[src/rtl/pong_pkg.sv]
// Shared Pong constants, bus widths, winner encoding and the paddle clamp/step helper.
package pong_pkg;

  localparam int X_MAX    = 640;
  localparam int Y_MAX    = 480;
  localparam int PADDLE_H = 64;
  localparam int PADDLE_W = 10;

  localparam int X_W = 10;
  localparam int Y_W = 9;

  typedef enum logic [1:0] {
    WIN_NONE = 2'd0,
    WIN_P1   = 2'd1,
    WIN_P2   = 2'd2
  } winner_e;

  // Next top edge for one paddle; math is done 10 bits wide so top+step cannot wrap.
  function automatic logic [Y_W-1:0] next_top(input logic [Y_W-1:0] top,
                                               input logic           up,
                                               input logic           down,
                                               input logic [X_W-1:0] step,
                                               input logic [X_W-1:0] top_max);
    logic [X_W-1:0] t;
    logic [X_W-1:0] sum;
    logic [X_W-1:0] res;
    t   = {1'b0, top};
    sum = t + step;
    res = t;
    if (up && !down)
      res = (t < step) ? '0 : t - step;
    else if (down && !up)
      res = (sum > top_max) ? top_max : sum;
    return res[Y_W-1:0];
  endfunction

endpackage

[src/rtl/paddle_controller_if.sv]
// Button/frame inputs and paddle bounding-box outputs of paddle_controller.
interface paddle_controller_if;
  import pong_pkg::*;

  logic           screenEnd;
  logic           p1_up;
  logic           p1_down;
  logic           p2_up;
  logic           p2_down;
  logic [1:0]     winner;
  logic           posEdgeScreenEnd;
  logic [X_W-1:0] p1_leftBound;
  logic [X_W-1:0] p1_rightBound;
  logic [X_W-1:0] p2_leftBound;
  logic [X_W-1:0] p2_rightBound;
  logic [Y_W-1:0] p1_topBound;
  logic [Y_W-1:0] p1_bottomBound;
  logic [Y_W-1:0] p2_topBound;
  logic [Y_W-1:0] p2_bottomBound;

  modport master (
    output screenEnd, p1_up, p1_down, p2_up, p2_down, winner,
    input  posEdgeScreenEnd,
    input  p1_leftBound, p1_rightBound, p2_leftBound, p2_rightBound,
    input  p1_topBound, p1_bottomBound, p2_topBound, p2_bottomBound
  );

  modport slave (
    input  screenEnd, p1_up, p1_down, p2_up, p2_down, winner,
    output posEdgeScreenEnd,
    output p1_leftBound, p1_rightBound, p2_leftBound, p2_rightBound,
    output p1_topBound, p1_bottomBound, p2_topBound, p2_bottomBound
  );

endinterface

[src/rtl/paddle_controller_button_sync.sv]
// Two-flop synchronizer for one raw push-button, synchronous active-high reset.
module button_sync (
  input  logic clock,
  input  logic reset,
  input  logic d,
  output logic q
);

  logic meta;

  always_ff @(posedge clock) begin
    if (reset) begin
      meta <= 1'b0;
      q    <= 1'b0;
    end else begin
      meta <= d;
      q    <= meta;
    end
  end

endmodule

[src/rtl/paddle_controller.sv]
// Per-frame paddle position update with playfield clamping and winner freeze.
// Optional hold-to-accelerate behaviour is enabled by defining PADDLE_ACCEL_EN.
module paddle_controller #(
  parameter int Y_MAX        = pong_pkg::Y_MAX,
  parameter int PADDLE_H     = pong_pkg::PADDLE_H,
  parameter int PADDLE_W     = pong_pkg::PADDLE_W,
  parameter int P1_X         = 16,
  parameter int P2_X         = 614,
  parameter int SPEED        = 4,
  parameter int ACCEL_FRAMES = 8
) (
  input  logic                clock,
  input  logic                reset,
  paddle_controller_if.slave  bus
);
  import pong_pkg::*;

  localparam int NUM_PADDLES = 2;
  localparam logic [X_W-1:0] TOP_MAX = X_W'(Y_MAX - PADDLE_H);
  localparam logic [Y_W-1:0] TOP_RST = Y_W'((Y_MAX - PADDLE_H) / 2);
  localparam logic [Y_W-1:0] BOT_OFS = Y_W'(PADDLE_H - 1);

  // Raw buttons packed as {p2_down, p2_up, p1_down, p1_up}: paddle p owns bits 2p (up), 2p+1 (down).
  logic [2*NUM_PADDLES-1:0] btn_raw;
  logic [2*NUM_PADDLES-1:0] btn_s;

  assign btn_raw = {bus.p2_down, bus.p2_up, bus.p1_down, bus.p1_up};

  for (genvar i = 0; i < 2*NUM_PADDLES; i++) begin : g_sync
    button_sync u_sync (
      .clock (clock),
      .reset (reset),
      .d     (btn_raw[i]),
      .q     (btn_s[i])
    );
  end

  logic screenEnd_d;
  logic strobe;

  always_ff @(posedge clock) begin
    if (reset) begin
      screenEnd_d <= 1'b0;
      strobe      <= 1'b0;
    end else begin
      screenEnd_d <= bus.screenEnd;
      strobe      <= bus.screenEnd & ~screenEnd_d;
    end
  end

  logic                       frozen;
  logic [NUM_PADDLES-1:0]     up, down;
  logic [NUM_PADDLES-1:0][X_W-1:0] step;
  logic [NUM_PADDLES-1:0][Y_W-1:0] top_q, bot_q, top_nxt;

  assign frozen = (bus.winner != WIN_NONE);

  always_comb begin
    for (int p = 0; p < NUM_PADDLES; p++) begin
      up[p]   = btn_s[2*p];
      down[p] = btn_s[2*p+1];
    end
  end

`ifdef PADDLE_ACCEL_EN
  localparam logic [4:0] ACC_TH = 5'(ACCEL_FRAMES);
  logic [NUM_PADDLES-1:0][3:0] hold_cnt;

  // Step depends on the count before this strobe, so the boost starts on frame ACCEL_FRAMES+1.
  always_comb begin
    for (int p = 0; p < NUM_PADDLES; p++)
      step[p] = ({1'b0, hold_cnt[p]} >= ACC_TH) ? X_W'(2*SPEED) : X_W'(SPEED);
  end

  always_ff @(posedge clock) begin
    if (reset) begin
      hold_cnt <= '0;
    end else if (strobe) begin
      for (int p = 0; p < NUM_PADDLES; p++) begin
        if (frozen || !(up[p] ^ down[p]))
          hold_cnt[p] <= '0;
        else if (hold_cnt[p] != 4'hF)
          hold_cnt[p] <= hold_cnt[p] + 4'd1;
      end
    end
  end
`else
  logic unused_accel_frames;
  assign unused_accel_frames = ACCEL_FRAMES[0];

  always_comb begin
    for (int p = 0; p < NUM_PADDLES; p++)
      step[p] = X_W'(SPEED);
  end
`endif

  always_comb begin
    for (int p = 0; p < NUM_PADDLES; p++)
      top_nxt[p] = next_top(top_q[p], up[p], down[p], step[p], TOP_MAX);
  end

  // Both paddles share one update rule; top and bottom are registered together.
  always_ff @(posedge clock) begin
    if (reset) begin
      for (int p = 0; p < NUM_PADDLES; p++) begin
        top_q[p] <= TOP_RST;
        bot_q[p] <= TOP_RST + BOT_OFS;
      end
    end else if (strobe && !frozen) begin
      for (int p = 0; p < NUM_PADDLES; p++) begin
        top_q[p] <= top_nxt[p];
        bot_q[p] <= top_nxt[p] + BOT_OFS;
      end
    end
  end

  assign bus.posEdgeScreenEnd = strobe;
  assign bus.p1_leftBound     = X_W'(P1_X);
  assign bus.p1_rightBound    = X_W'(P1_X + PADDLE_W - 1);
  assign bus.p2_leftBound     = X_W'(P2_X);
  assign bus.p2_rightBound    = X_W'(P2_X + PADDLE_W - 1);
  assign bus.p1_topBound      = top_q[0];
  assign bus.p1_bottomBound   = bot_q[0];
  assign bus.p2_topBound      = top_q[1];
  assign bus.p2_bottomBound   = bot_q[1];

endmodule

[src/flat_wrapper.sv]
// flat-port wrapper written by rule: the top's interface ports become plain ports
module paddle_controller_flat import pong_pkg::*;
#(
  parameter int Y_MAX        = pong_pkg::Y_MAX,
  parameter int PADDLE_H     = pong_pkg::PADDLE_H,
  parameter int PADDLE_W     = pong_pkg::PADDLE_W,
  parameter int P1_X         = 16,
  parameter int P2_X         = 614,
  parameter int SPEED        = 4,
  parameter int ACCEL_FRAMES = 8
)
  (clock, reset, bus_screenEnd, bus_p1_up, bus_p1_down, bus_p2_up, bus_p2_down, bus_winner, bus_posEdgeScreenEnd, bus_p1_leftBound, bus_p1_rightBound, bus_p2_leftBound, bus_p2_rightBound, bus_p1_topBound, bus_p1_bottomBound, bus_p2_topBound, bus_p2_bottomBound);
  paddle_controller_if bus_i ();
  input  logic clock;
  input  logic reset;
  input wire logic [$bits(bus_i.screenEnd)-1:0] bus_screenEnd;
  input wire logic [$bits(bus_i.p1_up)-1:0] bus_p1_up;
  input wire logic [$bits(bus_i.p1_down)-1:0] bus_p1_down;
  input wire logic [$bits(bus_i.p2_up)-1:0] bus_p2_up;
  input wire logic [$bits(bus_i.p2_down)-1:0] bus_p2_down;
  input wire logic [$bits(bus_i.winner)-1:0] bus_winner;
  output wire logic [$bits(bus_i.posEdgeScreenEnd)-1:0] bus_posEdgeScreenEnd;
  output wire logic [$bits(bus_i.p1_leftBound)-1:0] bus_p1_leftBound;
  output wire logic [$bits(bus_i.p1_rightBound)-1:0] bus_p1_rightBound;
  output wire logic [$bits(bus_i.p2_leftBound)-1:0] bus_p2_leftBound;
  output wire logic [$bits(bus_i.p2_rightBound)-1:0] bus_p2_rightBound;
  output wire logic [$bits(bus_i.p1_topBound)-1:0] bus_p1_topBound;
  output wire logic [$bits(bus_i.p1_bottomBound)-1:0] bus_p1_bottomBound;
  output wire logic [$bits(bus_i.p2_topBound)-1:0] bus_p2_topBound;
  output wire logic [$bits(bus_i.p2_bottomBound)-1:0] bus_p2_bottomBound;
  assign bus_i.screenEnd = bus_screenEnd;
  assign bus_i.p1_up = bus_p1_up;
  assign bus_i.p1_down = bus_p1_down;
  assign bus_i.p2_up = bus_p2_up;
  assign bus_i.p2_down = bus_p2_down;
  assign bus_i.winner = bus_winner;
  assign bus_posEdgeScreenEnd = bus_i.posEdgeScreenEnd;
  assign bus_p1_leftBound = bus_i.p1_leftBound;
  assign bus_p1_rightBound = bus_i.p1_rightBound;
  assign bus_p2_leftBound = bus_i.p2_leftBound;
  assign bus_p2_rightBound = bus_i.p2_rightBound;
  assign bus_p1_topBound = bus_i.p1_topBound;
  assign bus_p1_bottomBound = bus_i.p1_bottomBound;
  assign bus_p2_topBound = bus_i.p2_topBound;
  assign bus_p2_bottomBound = bus_i.p2_bottomBound;
  paddle_controller #(.Y_MAX(Y_MAX), .PADDLE_H(PADDLE_H), .PADDLE_W(PADDLE_W), .P1_X(P1_X), .P2_X(P2_X), .SPEED(SPEED), .ACCEL_FRAMES(ACCEL_FRAMES)) u_core (.clock(clock), .reset(reset), .bus(bus_i));
endmodule
[config.mk]
export PLATFORM = sky130hd
export DESIGN_NAME = paddle_controller_flat
export DESIGN_NICKNAME = d
export VERILOG_FILES = /design/src/rtl/pong_pkg.sv /design/src/rtl/paddle_controller_if.sv /design/src/rtl/paddle_controller_button_sync.sv /design/src/rtl/paddle_controller.sv /design/src/flat_wrapper.sv
export SDC_FILE = /design/constraint.sdc
export NUM_CORES = 1
export LEC_CHECK = 0
export CELL_PAD_IN_SITES_DETAIL_PLACEMENT = 1
export CELL_PAD_IN_SITES_GLOBAL_PLACEMENT = 1
export CORE_MARGIN = 2
export CORE_UTILIZATION = 39
export DETAILED_ROUTE_END_ITERATION = 6
export PLACE_DENSITY = 0.94
export SYNTH_ARGS = -nofsm -noshare
export SYNTH_HDL_FRONTEND = slang
export SYNTH_HIERARCHICAL = 1
export SYNTH_SLANG_ARGS = --single-unit
[constraint.sdc]
create_clock -name clock -period 5.3 [get_ports clock]
set_input_delay 1.59 -clock clock [delete_from_list [all_inputs] [get_ports clock]]
set_output_delay 1.59 -clock clock [all_outputs]
set_load 0.1 [all_outputs]
==> tab_implementation.tex <==
\begin{tabular}{lr}
\hline
Metric & Value \\
\hline
\multicolumn{2}{l}{\textbf{STA}} \\
Final Hold Slack & 0.398 ns \\
Final Slew Violations & 0 \\
Unrepaired setup endpoints after global routing & no \\
Final critical delay including setup and external delays & approximately 3.8 ns \\
Relative slew slack & 0.348 \\
Final setup viols & 0 \\
Number of hold violations in the final report & 0 \\
Final worst path period share & 0.716 \\
Transition time at the pin with the least slew margin & just under 1 ns \\
Post-route setup TNS & 0 ns \\
Clk\_skew & between 0.005 and 0.006 ns \\
Maximum frequency from static timing analysis & around 0.26 GHz \\
\multicolumn{2}{l}{\textbf{Setup path}} \\
RR Startpoint & u\_core/bus.p1\_topBound[2] \\
Register-to-Register Setup Slack & 1.69 ns \\
Arrival time at the worst endpoint & about 2.2 ns \\
Critical-path maximum fanout & 18 \\
Number of cells on the worst reg-to-reg path & 10 \\
Type of origin of the critical path & register \\
Critical path class & reg -> out \\
Cell Chain, Critical Path & clkdlybuf4s50\_1 \\
Worst path max stage delay & between 1 and 1.5 ns \\
CP Buf/Inv Count & 1 \\
Worst flop-to-flop path endpoint & u\_core/bus.p1\_bottomBound[4] \\
Data required time of the critical path & 3.71 ns \\
Critical path's slowest cell & clkdlybuf4s50\_1 \\
Largest delay contributor family on the critical path & buffers and inverters \\
Type of element capturing the critical path & primary output \\
\multicolumn{2}{l}{\textbf{Clock network}} \\
Clock network latency to the later pin of the worst-skew pair & slightly below 0.3 ns \\
Register clock-pin slew on the reported worst setup and hold paths & 0.08 ns \\
Root buffer cell & clkbuf\_8 \\
Num CTS Buffers & 5 \\
Total setup buffers inserted after CTS & 0 \\
Hold-fix buffer count after cts & 0 \\
Number of H-tree levels & 2 \\
Post-cts resize count & 0 \\
Sinks on the clock net & 46 \\
CTS tree & yes \\
Max Buffers Root-to-Sink & 2 \\
\multicolumn{2}{l}{\textbf{Synth}} \\
Top post-synthesis cells by area & dfxtp\_1 (27\%), buf\_4 (9.0\%), nand2\_1 (4.5\%) \\
Fraction of post-synthesis cell area in the top cell type by area & 0.270 \\
Synthesized area per cell & $\sim$7.6 um\^{}2 \\
Synth cell count leaders & dfxtp\_1 (46), buf\_4 (41), nand2\_1 (41) \\
Most instantiated library cell after synthesis & dfxtp\_1 \\
Cell taking the most area after synthesis & dfxtp\_1 \\
Async SR Flop Fraction & 0 \\
Cells after synthesis & between 400 and 500 \\
Synth Warn \# & 6 \\
Flops \& latches, synth & 46 \\
Combined area of all synthesized cells & around 3400 um\^{}2 \\
Post-synth top flop & dfxtp\_1 \\
Post-synthesis cell type count & 65 \\
Register area share after synthesis & 0.270 \\
Count of flip-flops with a built-in enable after synthesis & 0 \\
\multicolumn{2}{l}{\textbf{Placement}} \\
Port Buf Inserts & 45 \\
Placed cell areas & 3730 um\^{}2 \\
Placer's final routability congestion estimate & a little under 0.9 \\
Hpwl dp & between 7 and 8 mm \\
\multicolumn{2}{l}{\textbf{Global route}} \\
Via count of the first global-routing pass & 3,171 \\
Initial antenna violation count & 0 \\
Largest net degree at the start of global routing & 32 \\
Global-route wire length before repair & $\sim$16 mm \\
Overall overflow remaining after global route & 0 \\
GRT Util Overall & 0.206 \\
\multicolumn{2}{l}{\textbf{Pwr}} \\
Static Leakage & 1.42 nW \\
Power per cell area & 216 nW/um\^{}2 \\
Peak supply drop & about 0.14 mV \\
\multicolumn{2}{l}{\textbf{Drt}} \\
Post-route DRC violation count & 0 \\
Starting DRT DRC Count & between 200 and 250 \\
Detailed-routing iteration count for the pre-antenna-repair pass & 4 \\
Routed wire per std cell & $\sim$17 um \\
Detailed-route via count & around 3,300 \\
Antenna-violating nets left & 0 \\
Number of vias per cell & roughly 5.7 \\
Aggregate routed wire length & a little under 10 mm \\
\multicolumn{2}{l}{\textbf{Min path}} \\
Worst min-delay path category & reg -> reg \\
Hold Crit Depth & 1 \\
Worst Hold Path EP & u\_core/bus.posEdgeScreenEnd \\
Beginning of the worst hold path & u\_core/screenEnd\_d \\
\multicolumn{2}{l}{\textbf{Cells and area}} \\
Number of nets in the final layout & between 400 and 500 \\
Design Area, Final & around 3800 um\^{}2 \\
Antenna diode instance count & 0 \\
Fraction of final layout cells with drive strength greater than 1 & 0.0362 \\
P\&R area growth vs syn & 11.6\% \\
\multicolumn{2}{l}{\textbf{Floorplanning}} \\
Area of the die & 9520 um\^{}2 \\
Number of rows in the core area & 34 \\
Core Footprint & between 8000 and 9000 um\^{}2 \\
Starting density of the core & 0.397 \\
Floorplan die height & between 90 and 100 um \\
Die Width & 97.6 um \\
Number of top-level design ports & 86 \\
\multicolumn{2}{l}{\textbf{Run}} \\
Number of maximum-capacitance constraint violations & 0 \\
\multicolumn{2}{l}{\textbf{Outcome}} \\
Status & finished clean \\
\hline
\end{tabular}
-- registers in the layout (all words and copies together), names as in the netlist --
name,flops
u_core/bus.posEdgeScreenEnd,1
u_core/g_sync.u_sync/meta,4
u_core/bus.p1_bottomBound,9
u_core/screenEnd_d,1
u_core/bus.p1_topBound,9
u_core/g_sync.u_sync/q,4
u_core/bus.p2_topBound,9
u_core/bus.p2_bottomBound,9
-- worst max-delay path by stage --
stage	startpoint	to	slack [ns]	cells after the start
after global routing	u_core/bus.p1_topBound[2]	bus_p1_topBound[2]	1.37	1
final	u_core/bus.p1_topBound[2]	bus_p1_topBound[2]	1.50	1
after detailed placement	reset	u_core/bus.p1_bottomBound[8]	1.46	7
after floorplan	u_core/bus.p1_topBound[2]	u_core/bus.p1_bottomBound[6]	1.71	12
after CTS	u_core/bus.p1_topBound[2]	bus_p1_topBound[2]	1.48	1
after global placement	reset	u_core/bus.p1_bottomBound[8]	1.51	7
-- report_power, final --
group	internal, mW	switching (mW)	leakage, nW
Clock	0.0910	0.109	0.0383
Sequential	0.354	0.0136	0.375
Combinational	0.0428	0.213	1.01
Total	0.488	0.336	1.42
-- logic make-up (layout without fill, tap and decap cells) --
| group | Yosys count | in the layout | synth area share |
|---|---|---|---|
| AO/OA/AOI/OAI | 127 | 127 | 0.272 |
| XOR/XNOR | 9 | 9 | 0.0231 |
| other | 2 | 40 | 0.00220 |
| AND/OR/NAND/NOR | 176 | 176 | 0.273 |
| flip-flops | 46 | 46 | 0.270 |
| adder cells (fa/ha/maj) | 6 | 6 | 0.0220 |
| buffers and inverters | 82 | 66 | 0.139 |
-- placed cells by master, fill, tap and decap left out, types with 4 or more instances in the layout --
cell type	synthesis	layout
conb_1	2	40
and3_1	7	7
or4_1	5	5
a211oi_1	4	4
nand3_1	21	21
and2_1	9	9
a311oi_1	4	4
o31ai_1	6	6
o32ai_1	4	4
clkdlybuf4s50_1	0	45
o311a_1	6	6
o21ai_0	10	10
a31oi_1	8	8
o211ai_1	15	15
inv_1	11	11
a21o_1	4	4
a21oi_1	26	26
ha_1	6	6
xnor2_1	7	7
dfxtp_1	46	46
nor3_1	10	10
nor2_1	29	29
nand2_1	41	41
o21a_1	4	4
nand2b_1	8	8
clkbuf_8	0	5
nor2b_1	17	17
or3_1	5	5
-- cell type report --
class / count / area (um^2)
clock buffer: 7 / 76.3
fill: 1083 / 4780
inverter: 11 / 41.3
multi-input combinational: 358 / 2160
sequential: 46 / 921
tap: 108 / 135
timing repair buffer: 48 / 473
-- metrics by stage --
step                      power, mW  setup slack [ns]  utilization  instances
after detailed placement      0.631              1.46        0.434        571
after CTS                     0.830              1.48        0.443        578
after floorplan               0.618              1.71            -        486
after global placement        0.626              1.51        0.434        571
after global routing          0.860              1.37        0.443        578
final                         0.824              1.50        0.443        578
-- worst register-to-register path, stage by stage, from the launching register on --
cell      delay, ns
dfxtp_1        0.67
ha_1           0.51
a21oi_1        0.15
o32ai_1        0.62
o21ai_0        0.16
a21oi_1        0.36
nand2_1        0.10
ha_1           0.26
o311ai_0       0.24
nor3_1         0.13
o32ai_1        0.31
-- routing by layer --
layer,share of wire,GRT usage,vias to the layer above
met2,0.45,0.313,100
met3,0.060,0.0353,7
met1,0.48,0.308,1610
met5,0,0,-
met4,0.0059,0.0363,0
li1,-,-,1604
(Power assumes the default switching activity.)
==> variant 1: new RTL, config.mk and constraints unchanged <==
Add a define of `PADDLE_ACCEL_EN`.
--- a/src/rtl/paddle_controller.sv
+++ b/src/rtl/paddle_controller.sv
@@ -1,4 +1,6 @@
 // Per-frame paddle position update with playfield clamping and winner freeze.
 // Optional hold-to-accelerate behaviour is enabled by defining PADDLE_ACCEL_EN.
+`define PADDLE_ACCEL_EN
+
 module paddle_controller #(
   parameter int Y_MAX        = pong_pkg::Y_MAX,
Behaviour: same outputs for any inputs over 10 cycles, from zero or initial values and one cycle with reset high; that may be too few to reach the edited logic, so the function may still have changed.
==> variant 1 against the original RTL <==
Critical path depth up 16; worst setup slack worse by 490 ps; clock skew grew 8.0 ps; first-iteration DRC count is 24% lower; power is 20% higher; critical endpoint is now u_core/bus.p1_bottomBound[8]; largest cell class unchanged; synthesized cell count up 5.4%; utilization increased by 0.41 points; wire length grew 6.9%; cell area is 14% higher; sequential cell count rose by 8; area after synthesis is 13% higher; non-clock buffer count did not move.
==> variant 1: results <==
export IMPL_gr_usage_met3_pct=3.495
export IMPL_multi_input_gates=364
export IMPL_inverters=26
export IMPL_synth_area_per_cell_um2=8.157
export IMPL_netlist_top_cells_count="dfxtp_1, buf_4, nand2_1"
export IMPL_synthTopCellsByArea="dfxtp_1, buf_4, ha_1"
export IMPL_dpl_hpwl_um=7920
export IMPL_worstMarginPinSlew_ps=1064
export IMPL_wl_met3_um=525
export IMPL_gp_congestion=0.8911
export IMPL_met1_usage_pct=24.90
export IMPL_p_sw_w=0.0003760
export IMPL_power_w=0.0009873
export IMPL_cp_max_fo=8
export IMPL_wirelength_um=10360
export IMPL_fillers=1187
export IMPL_seqPwrFrac_pct=43.4
export IMPL_r2r_worst_path_cells=17
export IMPL_skew_ps=13.39
export IMPL_grt_max_degree=28
export IMPL_drt_iter0_markers=179
export IMPL_grt_usage_pct=19.51
export IMPL_nFlopsAndLatches=54
export IMPL_nonClkBufAreaFrac_pct=10.92
export IMPL_power_leakage_nw=1.662
export IMPL_finalCriticalPeriod_ps=4287
export IMPL_power_frac_comb_pct=29.2
export IMPL_io_buffers=45
export IMPL_path_delay_family="compound AO/OA/AOI/OAI gates"
export IMPL_p_per_area_mw_per_mm2=227.9
export IMPL_vias_per_cell=5.338
export IMPL_critPathArrivalTime_ps=4540
export IMPL_seqAreaFraction_pct=24.95
export IMPL_route_vias_total=3379
export IMPL_crit_path_max_incr_delay_ps=500
export IMPL_grt_pass1_vias=3301
export IMPL_dp_worst_setup_slack_ps=1044
export IMPL_grt_pass1_wl_um=16670
export IMPL_grt_use_met2_pct=34.54
export IMPL_peakVddDrop_mv=0.1282
export IMPL_placed_cell_area_mm2=0.004227
export IMPL_crit_start="u_core/hold_cnt[3]"
export IMPL_crit_type="flip-flop to flip-flop"
export IMPL_outcome="finished clean"
export IMPL_insertion_delay_ps=310
export IMPL_synth_seq_area_share_pct=28.08
export IMPL_clock_path_buffers=2
export IMPL_multi_input_area_mm2=0.002409
export IMPL_place_inst=625
export IMPL_synth_cell_types=71
export IMPL_met2_length_um=5031
## variant 1: changes by cell type in the layout (fill, tap and decap cells not counted), moves of 7 or more
cell     change
a21oi_1      -7
nand3_1      -8
mux2i_1      +7
ha_1        +13
dfxtp_1      +8
o21ai_0      +7
inv_1       +15
## variant 1: worst reg2reg max path, stage by stage (launching register included)
cell and delay (ps):
dfxtp_1 380, inv_1 200, ha_1 250, inv_1 70, fa_1 500, nor3b_1 200, o21a_1 240, a2111oi_4 420
a21oi_2 190, o21ai_1 330, inv_1 110, nand2_1 120, ha_1 160, inv_1 60, a2111oi_1 400, nand4b_1 240
mux2i_1 200, o311a_1 180
## variant 1: logic make-up after synthesis
family / synth area share (%)
compound gates: 22.20
xor+xnor: 4.322
flops: 28.08
mux: 2.112
fa+ha+maj: 8.255
other cells: 0.1951
buf+inv: 13.19
simple gates: 21.64
==> variant 2: new RTL, config.mk and constraints unchanged <==
Made on the original files. Change the package constant `Y_MAX` from 480 to 256.
--- a/src/rtl/pong_pkg.sv
+++ b/src/rtl/pong_pkg.sv
@@ -3,5 +3,5 @@
 
   localparam int X_MAX    = 640;
-  localparam int Y_MAX    = 480;
+  localparam int Y_MAX    = 256;
   localparam int PADDLE_H = 64;
   localparam int PADDLE_W = 10;
Formal check against the unedited RTL: not equivalent (Yosys sat finds a counterexample within 4 cycles, from zero or initial values and one cycle with reset high).
==> variant 2 against the original RTL <==
Synthesized cell count down 9.8%; cell area down 5.6%; combinational power up 13%; area after synthesis down 7.2%; power up 11%; cell count down 8.3%; first-iteration DRC count up 4.2%; fmax down 0.51%; critical path depth up 10; worst setup slack worse by 20 ps; sequential cell count unchanged; wire length down 13%; utilization up 1.7 points; sequential share of layout area up 1.4 points; critical path type is now flip-flop to flip-flop; largest cell class unchanged; largest power group unchanged; highest routed layer unchanged.
==> variant 2: results <==
export IMPL_synthTopCellsByArea="dfxtp_1, buf_4, nor2_1"
export IMPL_critPathArrivalTime_ps=4020
export IMPL_met1_length_um=3805
export IMPL_outcome="finished clean"
export IMPL_netlist_top_cells_count="dfxtp_1, nor2_1, buf_4"
export IMPL_synth_xor_area_share_pct=3.594
export IMPL_p_per_area_mw_per_mm2=255.2
export IMPL_wl_met3_um=543
export IMPL_crit_path_end="u_core/bus.p2_bottomBound[8]"
export IMPL_dp_worst_setup_slack_ps=1548
export IMPL_drt_iter0_markers=246
export IMPL_skew_ps=6.407
export IMPL_grt_max_degree=43
export IMPL_synth_cell_types=62
export IMPL_cp_max_fo=13
export IMPL_path_delay_family="compound AO/OA/AOI/OAI gates"
export IMPL_wire_per_inst_um=15.98
export IMPL_power_leakage_nw=1.341
export IMPL_grt_usage_pct=19.46
export IMPL_route_vias_total=2925
export IMPL_layout_nets=442
export IMPL_grt_pass1_vias=2758
export IMPL_final_cells=530
export IMPL_r2r_worst_path_cells=11
export IMPL_synth_compound_area_share_pct=24.53
variant 2: where the power goes:
group | leakage [nW] | total, W | switching (W) | internal [W]
clock | 0.0514 | 0.000257 | 0.000116 | 0.000141
combinational | 0.915 | 0.000288 | 0.000234 | 0.0000535
sequential | 0.375 | 0.000373 | 0.0000172 | 0.000356
variant 2: cells by family after synthesis:
kind of cell	Yosys count
AOI/OAI and AO/OA	105
xor gates and xnor gates	13
adders and majority gates	6
buffers and inverters	77
DFF	46
muxes	2
other	2
and+or+nand+nor	153
variant 2: layout make-up:
cell class / instances / area share, %
multi-input combinational: 319 / 54.00
clock buffer: 6 / 2.018
clock inverter: 2 / 1.044
timing repair buffer: 47 / 12.94
sequential: 46 / 25.61
tap: 102 / 3.549
inverter: 8 / 0.8351
variant 2: worst register-to-register path: stages (launching register included):
cell	delay, ps
dfxtp_1	570
ha_1	330
nand3_2	140
or3_4	440
a221oi_4	470
a21o_2	230
a21boi_0	460
nand2_1	140
ha_1	270
and4_4	170
or3b_1	340
a31oi_1	170
